**src/rtl/vram_arb_pkg.sv**
```systemverilog
// Shared types for the VRAM arbiter: FSM states, pipeline tags and the
// fixed display fetch latency.
package vram_arb_pkg;

    // CPU access sequencer states
    typedef enum logic [1:0] {
        IDLE  = 2'd0,
        ISSUE = 2'd1,
        CAPT  = 2'd2,
        DONE  = 2'd3
    } arb_state_e;

    // Owner of the access travelling down the RAM pipeline
    typedef enum logic [1:0] {
        TAG_NONE = 2'd0,
        TAG_DISP = 2'd1,
        TAG_CPU  = 2'd2
    } arb_tag_e;

    // crtc_req in cycle n -> crtc_valid in cycle n + DISP_LATENCY
    localparam int DISP_LATENCY = 3;

endpackage

```
**src/rtl/vram_wbuf.sv**
```systemverilog
// One-entry posted write buffer for the VRAM arbiter. Used only when
// VRAM_POSTED_WR_EN is defined. Load and drain are never requested in the
// same cycle: load requires an empty buffer, drain a full one.
module vram_wbuf #(
    parameter int ADDR_W = 14,
    parameter int DATA_W = 8
) (
    input  logic              clk,
    input  logic              reset_n,
    input  logic              load_i,
    input  logic [ADDR_W-1:0] load_addr_i,
    input  logic [DATA_W-1:0] load_data_i,
    input  logic              drain_i,
    output logic              valid_o,
    output logic [ADDR_W-1:0] addr_o,
    output logic [DATA_W-1:0] data_o
);

    logic              valid_q;
    logic [ADDR_W-1:0] addr_q;
    logic [DATA_W-1:0] data_q;

    // Capture a posted write, release the entry once it reaches the RAM port
    always_ff @(posedge clk) begin
        if (!reset_n) begin
            valid_q <= 1'b0;
            addr_q  <= '0;
            data_q  <= '0;
        end else if (load_i) begin
            valid_q <= 1'b1;
            addr_q  <= load_addr_i;
            data_q  <= load_data_i;
        end else if (drain_i) begin
            valid_q <= 1'b0;
        end
    end

    assign valid_o = valid_q;
    assign addr_o  = addr_q;
    assign data_o  = data_q;

endmodule

```
**src/rtl/vram_arbiter.sv**
```systemverilog
// VRAM arbiter: shares one single-port synchronous RAM between the CRTC
// display fetch (absolute priority, fixed 3-cycle latency) and the Z80,
// which is stalled through cpu_wait_n until its access completes.
// Optional: define VRAM_POSTED_WR_EN for a one-entry posted write buffer
// (vram_wbuf) with read forwarding.
module vram_arbiter
    import vram_arb_pkg::*;
#(
    parameter int ADDR_W = 14,
    parameter int DATA_W = 8
) (
    input  logic              clk,
    input  logic              reset_n,
    input  logic              crtc_req,
    input  logic [ADDR_W-1:0] crtc_addr,
    output logic [DATA_W-1:0] crtc_data,
    output logic              crtc_valid,
    input  logic              cpu_cs,
    input  logic              cpu_rd_n,
    input  logic              cpu_wr_n,
    input  logic [ADDR_W-1:0] cpu_addr,
    input  logic [DATA_W-1:0] cpu_din,
    output logic [DATA_W-1:0] cpu_dout,
    output logic              cpu_wait_n,
    output logic [ADDR_W-1:0] vram_addr,
    output logic              vram_we,
    output logic [DATA_W-1:0] vram_wdata,
    input  logic [DATA_W-1:0] vram_rdata
);

    localparam int TAG_STAGES = DISP_LATENCY - 1;

    logic cpu_stb;
    logic cpu_wr;
    logic cpu_issue;

    arb_state_e        state_q;
    logic [ADDR_W-1:0] addr_q;
    logic              we_q;
    logic [DATA_W-1:0] wdata_q;
    arb_tag_e          tag_q [TAG_STAGES];
    logic [DATA_W-1:0] crtc_data_q;
    logic              crtc_valid_q;
    logic [DATA_W-1:0] cpu_dout_q;

    // Write wins when both strobes are low
    assign cpu_stb = cpu_cs & (~cpu_rd_n | ~cpu_wr_n);
    assign cpu_wr  = cpu_cs & ~cpu_wr_n;

`ifdef VRAM_POSTED_WR_EN
    logic              cpu_rd_only;
    logic              wb_valid;
    logic [ADDR_W-1:0] wb_addr;
    logic [DATA_W-1:0] wb_data;
    logic              wb_hit;
    logic              wb_fwd;
    logic              post_accept;
    logic              wb_drain;

    assign cpu_rd_only = cpu_stb & ~cpu_wr;
    assign wb_hit      = wb_valid && (wb_addr == cpu_addr);
    // Writes never occupy the port directly; they are parked in the buffer
    assign post_accept = (state_q == IDLE) && cpu_wr && !wb_valid;
    assign wb_fwd      = (state_q == IDLE) && cpu_rd_only && wb_hit;
    assign cpu_issue   = (state_q == IDLE) && cpu_rd_only && !wb_hit && !crtc_req;
    assign wb_drain    = wb_valid && !crtc_req && !cpu_issue;
    assign cpu_wait_n  = ~(reset_n && cpu_stb && (state_q != DONE) && !post_accept);

    vram_wbuf #(
        .ADDR_W (ADDR_W),
        .DATA_W (DATA_W)
    ) u_wbuf (
        .clk         (clk),
        .reset_n     (reset_n),
        .load_i      (post_accept),
        .load_addr_i (cpu_addr),
        .load_data_i (cpu_din),
        .drain_i     (wb_drain),
        .valid_o     (wb_valid),
        .addr_o      (wb_addr),
        .data_o      (wb_data)
    );
`else
    assign cpu_issue  = (state_q == IDLE) && cpu_stb && !crtc_req;
    assign cpu_wait_n = ~(reset_n && cpu_stb && (state_q != DONE));
`endif

    // RAM port mux (display first, then CPU, then buffer drain) plus tag pipeline
    always_ff @(posedge clk) begin
        if (!reset_n) begin
            addr_q  <= '0;
            we_q    <= 1'b0;
            wdata_q <= '0;
            for (int i = 0; i < TAG_STAGES; i++) begin
                tag_q[i] <= TAG_NONE;
            end
        end else begin
            for (int i = 1; i < TAG_STAGES; i++) begin
                tag_q[i] <= tag_q[i-1];
            end
            if (crtc_req) begin
                addr_q   <= crtc_addr;
                we_q     <= 1'b0;
                tag_q[0] <= TAG_DISP;
            end else if (cpu_issue) begin
                addr_q   <= cpu_addr;
                wdata_q  <= cpu_din;
                we_q     <= cpu_wr;
                tag_q[0] <= TAG_CPU;
            end
`ifdef VRAM_POSTED_WR_EN
            else if (wb_drain) begin
                addr_q   <= wb_addr;
                wdata_q  <= wb_data;
                we_q     <= 1'b1;
                tag_q[0] <= TAG_NONE;
            end
`endif
            else begin
                we_q     <= 1'b0;
                tag_q[0] <= TAG_NONE;
            end
        end
    end

    // Display return: capture RAM data whose tag marks it as a fetch
    always_ff @(posedge clk) begin
        if (!reset_n) begin
            crtc_data_q  <= '0;
            crtc_valid_q <= 1'b0;
        end else begin
            crtc_valid_q <= (tag_q[TAG_STAGES-1] == TAG_DISP);
            if (tag_q[TAG_STAGES-1] == TAG_DISP) begin
                crtc_data_q <= vram_rdata;
            end
        end
    end

    // CPU sequencer: one RAM access per Z80 bus cycle, held in DONE until strobe drops
    always_ff @(posedge clk) begin
        if (!reset_n) begin
            state_q    <= IDLE;
            cpu_dout_q <= '0;
        end else begin
            case (state_q)
                IDLE: begin
`ifdef VRAM_POSTED_WR_EN
                    if (post_accept) begin
                        state_q <= DONE;
                    end else if (wb_fwd) begin
                        cpu_dout_q <= wb_data;
                        state_q    <= DONE;
                    end else if (cpu_issue) begin
                        state_q <= ISSUE;
                    end
`else
                    if (cpu_issue) begin
                        state_q <= ISSUE;
                    end
`endif
                end
                ISSUE: begin
                    if (we_q) begin
                        state_q <= cpu_stb ? DONE : IDLE;
                    end else begin
                        state_q <= CAPT;
                    end
                end
                CAPT: begin
                    cpu_dout_q <= vram_rdata;
                    state_q    <= cpu_stb ? DONE : IDLE;
                end
                DONE: begin
                    if (!cpu_stb) begin
                        state_q <= IDLE;
                    end
                end
                default: state_q <= IDLE;
            endcase
        end
    end

    assign vram_addr  = addr_q;
    // Gated so a write caught mid-flight by reset never reaches the RAM
    assign vram_we    = we_q & reset_n;
    assign vram_wdata = wdata_q;
    assign crtc_data  = crtc_data_q;
    assign crtc_valid = crtc_valid_q;
    assign cpu_dout   = cpu_dout_q;

endmodule

```
**config.mk**
```make
export PLATFORM = sky130hd
export DESIGN_NAME = vram_arbiter
export DESIGN_NICKNAME = d
export VERILOG_FILES = /design/src/rtl/vram_arb_pkg.sv /design/src/rtl/vram_wbuf.sv /design/src/rtl/vram_arbiter.sv
export SDC_FILE = /design/constraint.sdc
export NUM_CORES = 1
export LEC_CHECK = 0
export CORE_MARGIN = 1
export CORE_UTILIZATION = 44
export DETAILED_ROUTE_END_ITERATION = 10
export PLACE_DENSITY = 0.92
export SYNTH_ARGS = -nofsm -noshare
export SYNTH_HDL_FRONTEND = slang
export SYNTH_SLANG_ARGS = --single-unit
```
**constraint.sdc**
```tcl
create_clock -name clk -period 3.1 [get_ports clk]
set_input_delay 0.465 -clock clk [delete_from_list [all_inputs] [get_ports clk]]
set_output_delay 0.465 -clock clk [all_outputs]
set_load 0.05 [all_outputs]
```
==> results of run 1 <==
## synth_stat cells, drive strengths merged
master,number,area share (%)
mux2i,31,16
and3b,1,0.63
buf,8,3.3
o211a,1,0.50
and4b,1,0.50
clkbuf,8,1.5
dfxtp,43,43
o211ai,14,5.3
inv,1,0.19
nor2b,9,2.8
edfxtp,3,4.5
nand2,47,8.8
a21oi,1,0.82
and2,6,1.9
nand2b,16,5.0
o221a,1,0.56
a21boi,9,4.0
nor2,2,0.50
nand3,1,0.25
conb,1,0.19
## logic make-up (layout without fill, tap and decap cells)
| family | count (synthesis) | after routing | share of synthesized area, % |
|---|---|---|---|
| other | 1 | 3 | 0.188 |
| buffers and inverters | 17 | 101 | 5.02 |
| multiplexers | 31 | 31 | 15.6 |
| flip-flops | 46 | 46 | 47.7 |
| AND/OR/NAND/NOR | 83 | 83 | 20.5 |
| AO/OA/AOI/OAI | 26 | 26 | 11.1 |
## area by class of cell
type / instances / area [µm²] / share of cell area, %
Tap cell: 52 / 65.1 / 2.18
Clock inverter: 3 / 40.0 / 1.34
Clock buffer: 5 / 68.8 / 2.30
Multi-Input combinational cell: 143 / 951 / 31.8
Inverter: 1 / 3.75 / 0.126
Sequential cell: 46 / 951 / 31.8
Timing Repair Buffer: 92 / 911 / 30.5
## registers in the layout, summed over array words and instances (netlist names)
name	flops
state_q	2
vram_wdata	8
we_q	1
crtc_valid	1
vram_addr	14
cpu_dout	8
tag_q	4
crtc_data	8
## report_power, final
part	total (mW)	internal, mW	switching [mW]
clock network	0.435	0.237	0.197
registers	0.649	0.631	0.0174
logic	0.335	0.149	0.186
## metal layers
layer | GRT usage [%] | up-vias | wire length, µm
li1 | - | 849 | -
met1 | 20.0 | 741 | 1740
met2 | 33.5 | 71 | 2090
met3 | 7.12 | 4 | 317
met4 | 4.76 | 0 | 34
met5 | 0 | - | 0
## worst paths after layout
check / start / to / slack, ns / cells past startpoint
worst max-delay path: cpu_cs / cpu_wait_n / 0.64 / 4
worst min-delay path: crtc_data[5] / crtc_data[5] / 0.46 / 2
worst max register to register: state_q[1] / vram_addr[12] / 1.76 / 3
worst min register to register: crtc_data[5] / crtc_data[5] / 0.46 / 2
## worst min-delay path, cell delays in order (launching register included)
cell,delay (ns)
dfxtp_1,0.32
nand2_1,0.05
a21boi_1,0.05
==> results_dict.tcl, run 1 <==
set metrics [dict create \
    rsz0062_at_grt "false" \
    drt_iter0_drc 30 \
    hp-class "flop to flop" \
    whs_ns 0.457 \
    coreArea_um2 4350 \
    slowest_delay_ns 0.70 \
    clkTransAtPathRegs_ns 0.09 \
    via_per_inst 4.87 \
    io_buffers 90 \
    io_pins 91 \
    area_delta_synth_final_pct 49.9 \
    root_buffer "clkbuf_8" \
    skew_ns 0.00586 \
    cp_cell_sequence "clkdlybuf4s50_1 > a21boi_4 > nand3_1 > clkdlybuf4s50_1" \
    powerDensity_nw_per_um2 474 \
    critical-path-slowest-cell "clkdlybuf4s50_1" \
    numCtsBuffers 5 \
    max_slew_margin_pct 57.7 \
    max_freq_mhz 407 \
    ir_worst_vdd_uv 214 \
    via_count 1665 \
    wl_um 4180 \
    layout-drive-gt1-share_pct 5.52 \
    slew_violations 0 \
    finish.utilization_pct 68.7 \
    final_cell_area_um2 2990 \
    final_cells 342 \
    ys_seq_area_share_pct 47.7 \
    grt_max_degree 68 \
    critPathMostFrequentCell "clkdlybuf4s50_1" \
    drc 0 \
    cts_tree "done" \
    postSynthAreaPerCell_um2 9.78 \
    dp_cells 334 \
    wl_per_cell_um 12.2 \
    status "finished, final reports clean" \
    cap_violations 0 \
    setup_tns_ns 0 \
    synth_area_um2 1990 \
    drtPass1Iterations 4 \
    final_common_cell "clkdlybuf4s50_1" \
    critical_path_arrival_ns 1.99 \
    synth.ff_latch_count 46 \
    finalPower_mw 1.42 \
    grt_remaining_overflow 0 \
    ant_nets 0 \
    synth_cells 204 \
    grt_pass1_vias 1631 \
    crit_path_start_kind "primary input" \
    chipHeight_um 69.3 \
    rows 24 \
    die-area_um2 4810 \
    dpl.hpwl_um 3070 \
    mostFrequentLayoutCells "clkdlybuf4s50_1 (89), nand2_1 (47), dfxtp_1 (43)" \
    place_ws_ns 0.636 \
    routabilityCongestion 0.689 \
    final_hold_viol_count 0 \
    n_fill_cell 344 \
    antenna_found_initial 0 \
    fin_crit_sh_pct 79.3 \
    htree_num_levels 2 \
    insertion_delay_ns 0.29 \
    hold_buffers 0 \
    grt_pass1_wl_um 7180 \
    clock-sinks 46 \
    fin_nets 339 \
    die_x_um 69.3 \
    gr-usage-all-layers_pct 18.5 \
    crit_path_max_fanout 5 \
    critPathBufInv 2 \
    setup_viol 0 \
    clockBufferDepth 2 \
    leakagePower_nw 1.16 \
    cts_resized 0 \
    worstSetupPathType "primary input to output port" \
    end_kind "output port" \
    worstPathRequired_ns 2.63 \
    tightest_slew_ns 0.633 \
    initial_core_util_pct 45.8 \
    ys_types 25 \
    cp_top_family "buffers and inverters" \
    final.min_clock_period_ns 2.46 \
    ys_warn_count 0 \
    antenna_cells 0 \
    placed_area_um2 2880 \
    setup_slack_ns 0.642 \
    post_cts_buffers 0 \
]
No activity file was read; power rests on OpenSTA's default activity.
==> run 2, diff against run 1 <==
- CORE_UTILIZATION: 44 -> 41
- PLACE_DENSITY: 0.92 -> 0.87
- clock period: 3.1 -> 2.3 ns (I/O delays scaled with it)
==> run 2 against run 1 <==
Net effect:
- via count increased by 0.12%
- critical path depth decreased by 3
- setup slack got worse by 0.14 ns
- sequential power increased by 35%
- critical endpoint is now vram_wdata[5]
- largest power group unchanged
==> results_dict.tcl, run 2 (same netlist as run 1, synthesis figures left out) <==
set metrics [dict create \
    clkTransAtPathRegs_ns 0.08 \
    cts_tree "done" \
    cp_top_family "buffers and inverters" \
    insertion_delay_ns 0.29 \
    critical_path_arrival_ns 1.46 \
    root_buffer "clkbuf_8" \
    max_freq_mhz 555 \
    post_cts_buffers 0 \
    die-area_um2 5150 \
    routabilityCongestion 0.765 \
    clock-sinks 46 \
    end_kind "output port" \
    drc 0 \
    status "finished, final reports clean" \
    tightest_slew_ns 0.605 \
    final_cells 344 \
    min_path_cells 2 \
    hold_buffers 0 \
    wl_um 4150 \
    fin_nets 339 \
    largest_reg_flops 14 \
    dpl.hpwl_um 3120 \
    crit_path_start_kind "flop" \
    critical-path-slowest-cell "clkdlybuf4s50_1" \
    leakagePower_nw 1.18 \
    chipHeight_um 71.7 \
    wl_per_cell_um 12.1 \
    cap_violations 0 \
    slowest_delay_ns 0.83 \
    crit_path_max_fanout 2 \
    setup_viol 0 \
    dp_cells 336 \
    mostFrequentLayoutCells "clkdlybuf4s50_1 (87), nand2_1 (47), dfxtp_1 (43)" \
    area_delta_synth_final_pct 52.5 \
    layout-drive-gt1-share_pct 6.21 \
    r2r_cells 3 \
    via_count 1667 \
    rsz0062_at_grt "false" \
    gr-usage-all-layers_pct 17.1 \
    setup_tns_ns 0 \
    grt_max_degree 50 \
    antenna_found_initial 0 \
    path_depth 1 \
    slew_violations 0 \
    rows 25 \
    fin_crit_sh_pct 78.4 \
    powerDensity_nw_per_um2 663 \
    ir_worst_vdd_uv 359 \
    via_per_inst 4.85 \
    io_pins 91 \
    worstSetupPathType "flop to output port" \
    max_slew_margin_pct 59.6 \
    die_x_um 71.7 \
    grt_remaining_overflow 0 \
    drt_iter0_drc 62 \
    grt_pass1_vias 1553 \
    io_buffers 90 \
    cp_cell_sequence "clkdlybuf4s50_1" \
    initial_core_util_pct 42.5 \
    drtPass1Iterations 4 \
    final_common_cell "clkdlybuf4s50_1" \
    htree_num_levels 2 \
    grt_pass1_wl_um 6790 \
    antenna_cells 0 \
    ant_nets 0 \
    clockBufferDepth 2 \
    worstPathRequired_ns 1.96 \
    final_hold_viol_count 0 \
    hp-class "flop to flop" \
    numCtsBuffers 5 \
    cts_resized 0 \
    final.min_clock_period_ns 1.80 \
    coreArea_um2 4690 \
    skew_ns 0.00214 \
    critPathBufInv 1 \
]
[run 2: cell types whose count changed in the layout (fill, tap and decap cells not counted), sizes merged]
| cell | change |
|---|---|
| buf | +2 |
| clkbuf | +2 |
| clkdlybuf4s50 | -2 |
| clkinv | -2 |
[run 2: routing by layer]
metal | share of wire, % | GRT usage, % | vias up
met3 | 8.3 | 6.05 | 4
met4 | 0.63 | 5.88 | 0
met5 | 0 | 0 | -
li1 | - | - | 847
met1 | 43 | 19.2 | 738
met2 | 48 | 30.0 | 78
[run 2: worst paths after layout]
check	start	to	slack [ns]
setup / recovery	vram_wdata[5]	vram_wdata[5]	0.50
hold / removal	crtc_data[2]	crtc_data[2]	0.46
setup reg to reg	state_q[0]	cpu_dout[7]	0.93
hold reg to reg	crtc_data[2]	crtc_data[2]	0.46
[run 2: cell type report]
| cell class | instances | area [µm²] |
|---|---|---|
| Fill cell | 406 | 1650 |
| Sequential cell | 46 | 951 |
| Multi-Input combinational cell | 143 | 951 |
| Timing Repair Buffer | 92 | 931 |
| Clock buffer | 7 | 108 |
| Tap cell | 54 | 67.6 |
| Clock inverter | 1 | 30.0 |
| Inverter | 1 | 3.75 |
[run 2: metrics by stage]
stage	util, %	instance area (µm²)	hold WS, ns	power (mW)	worst slack (ns)
final	64.8	3040	0.456	2.02	0.497
after detailed placement	61.9	2900	0.447	1.35	0.499
after global routing	64.8	3040	0.477	2.11	0.437
after CTS	64.8	3040	0.459	2.04	0.481
after global placement	61.9	2900	0.440	1.34	0.538
after floorplan	-	2000	0.480	1.17	0.752
[run 2: report_power, final]
group	switching (mW)	internal (mW)
Clock	0.267	0.420
Sequential	0.0239	0.851
Combinational	0.251	0.203
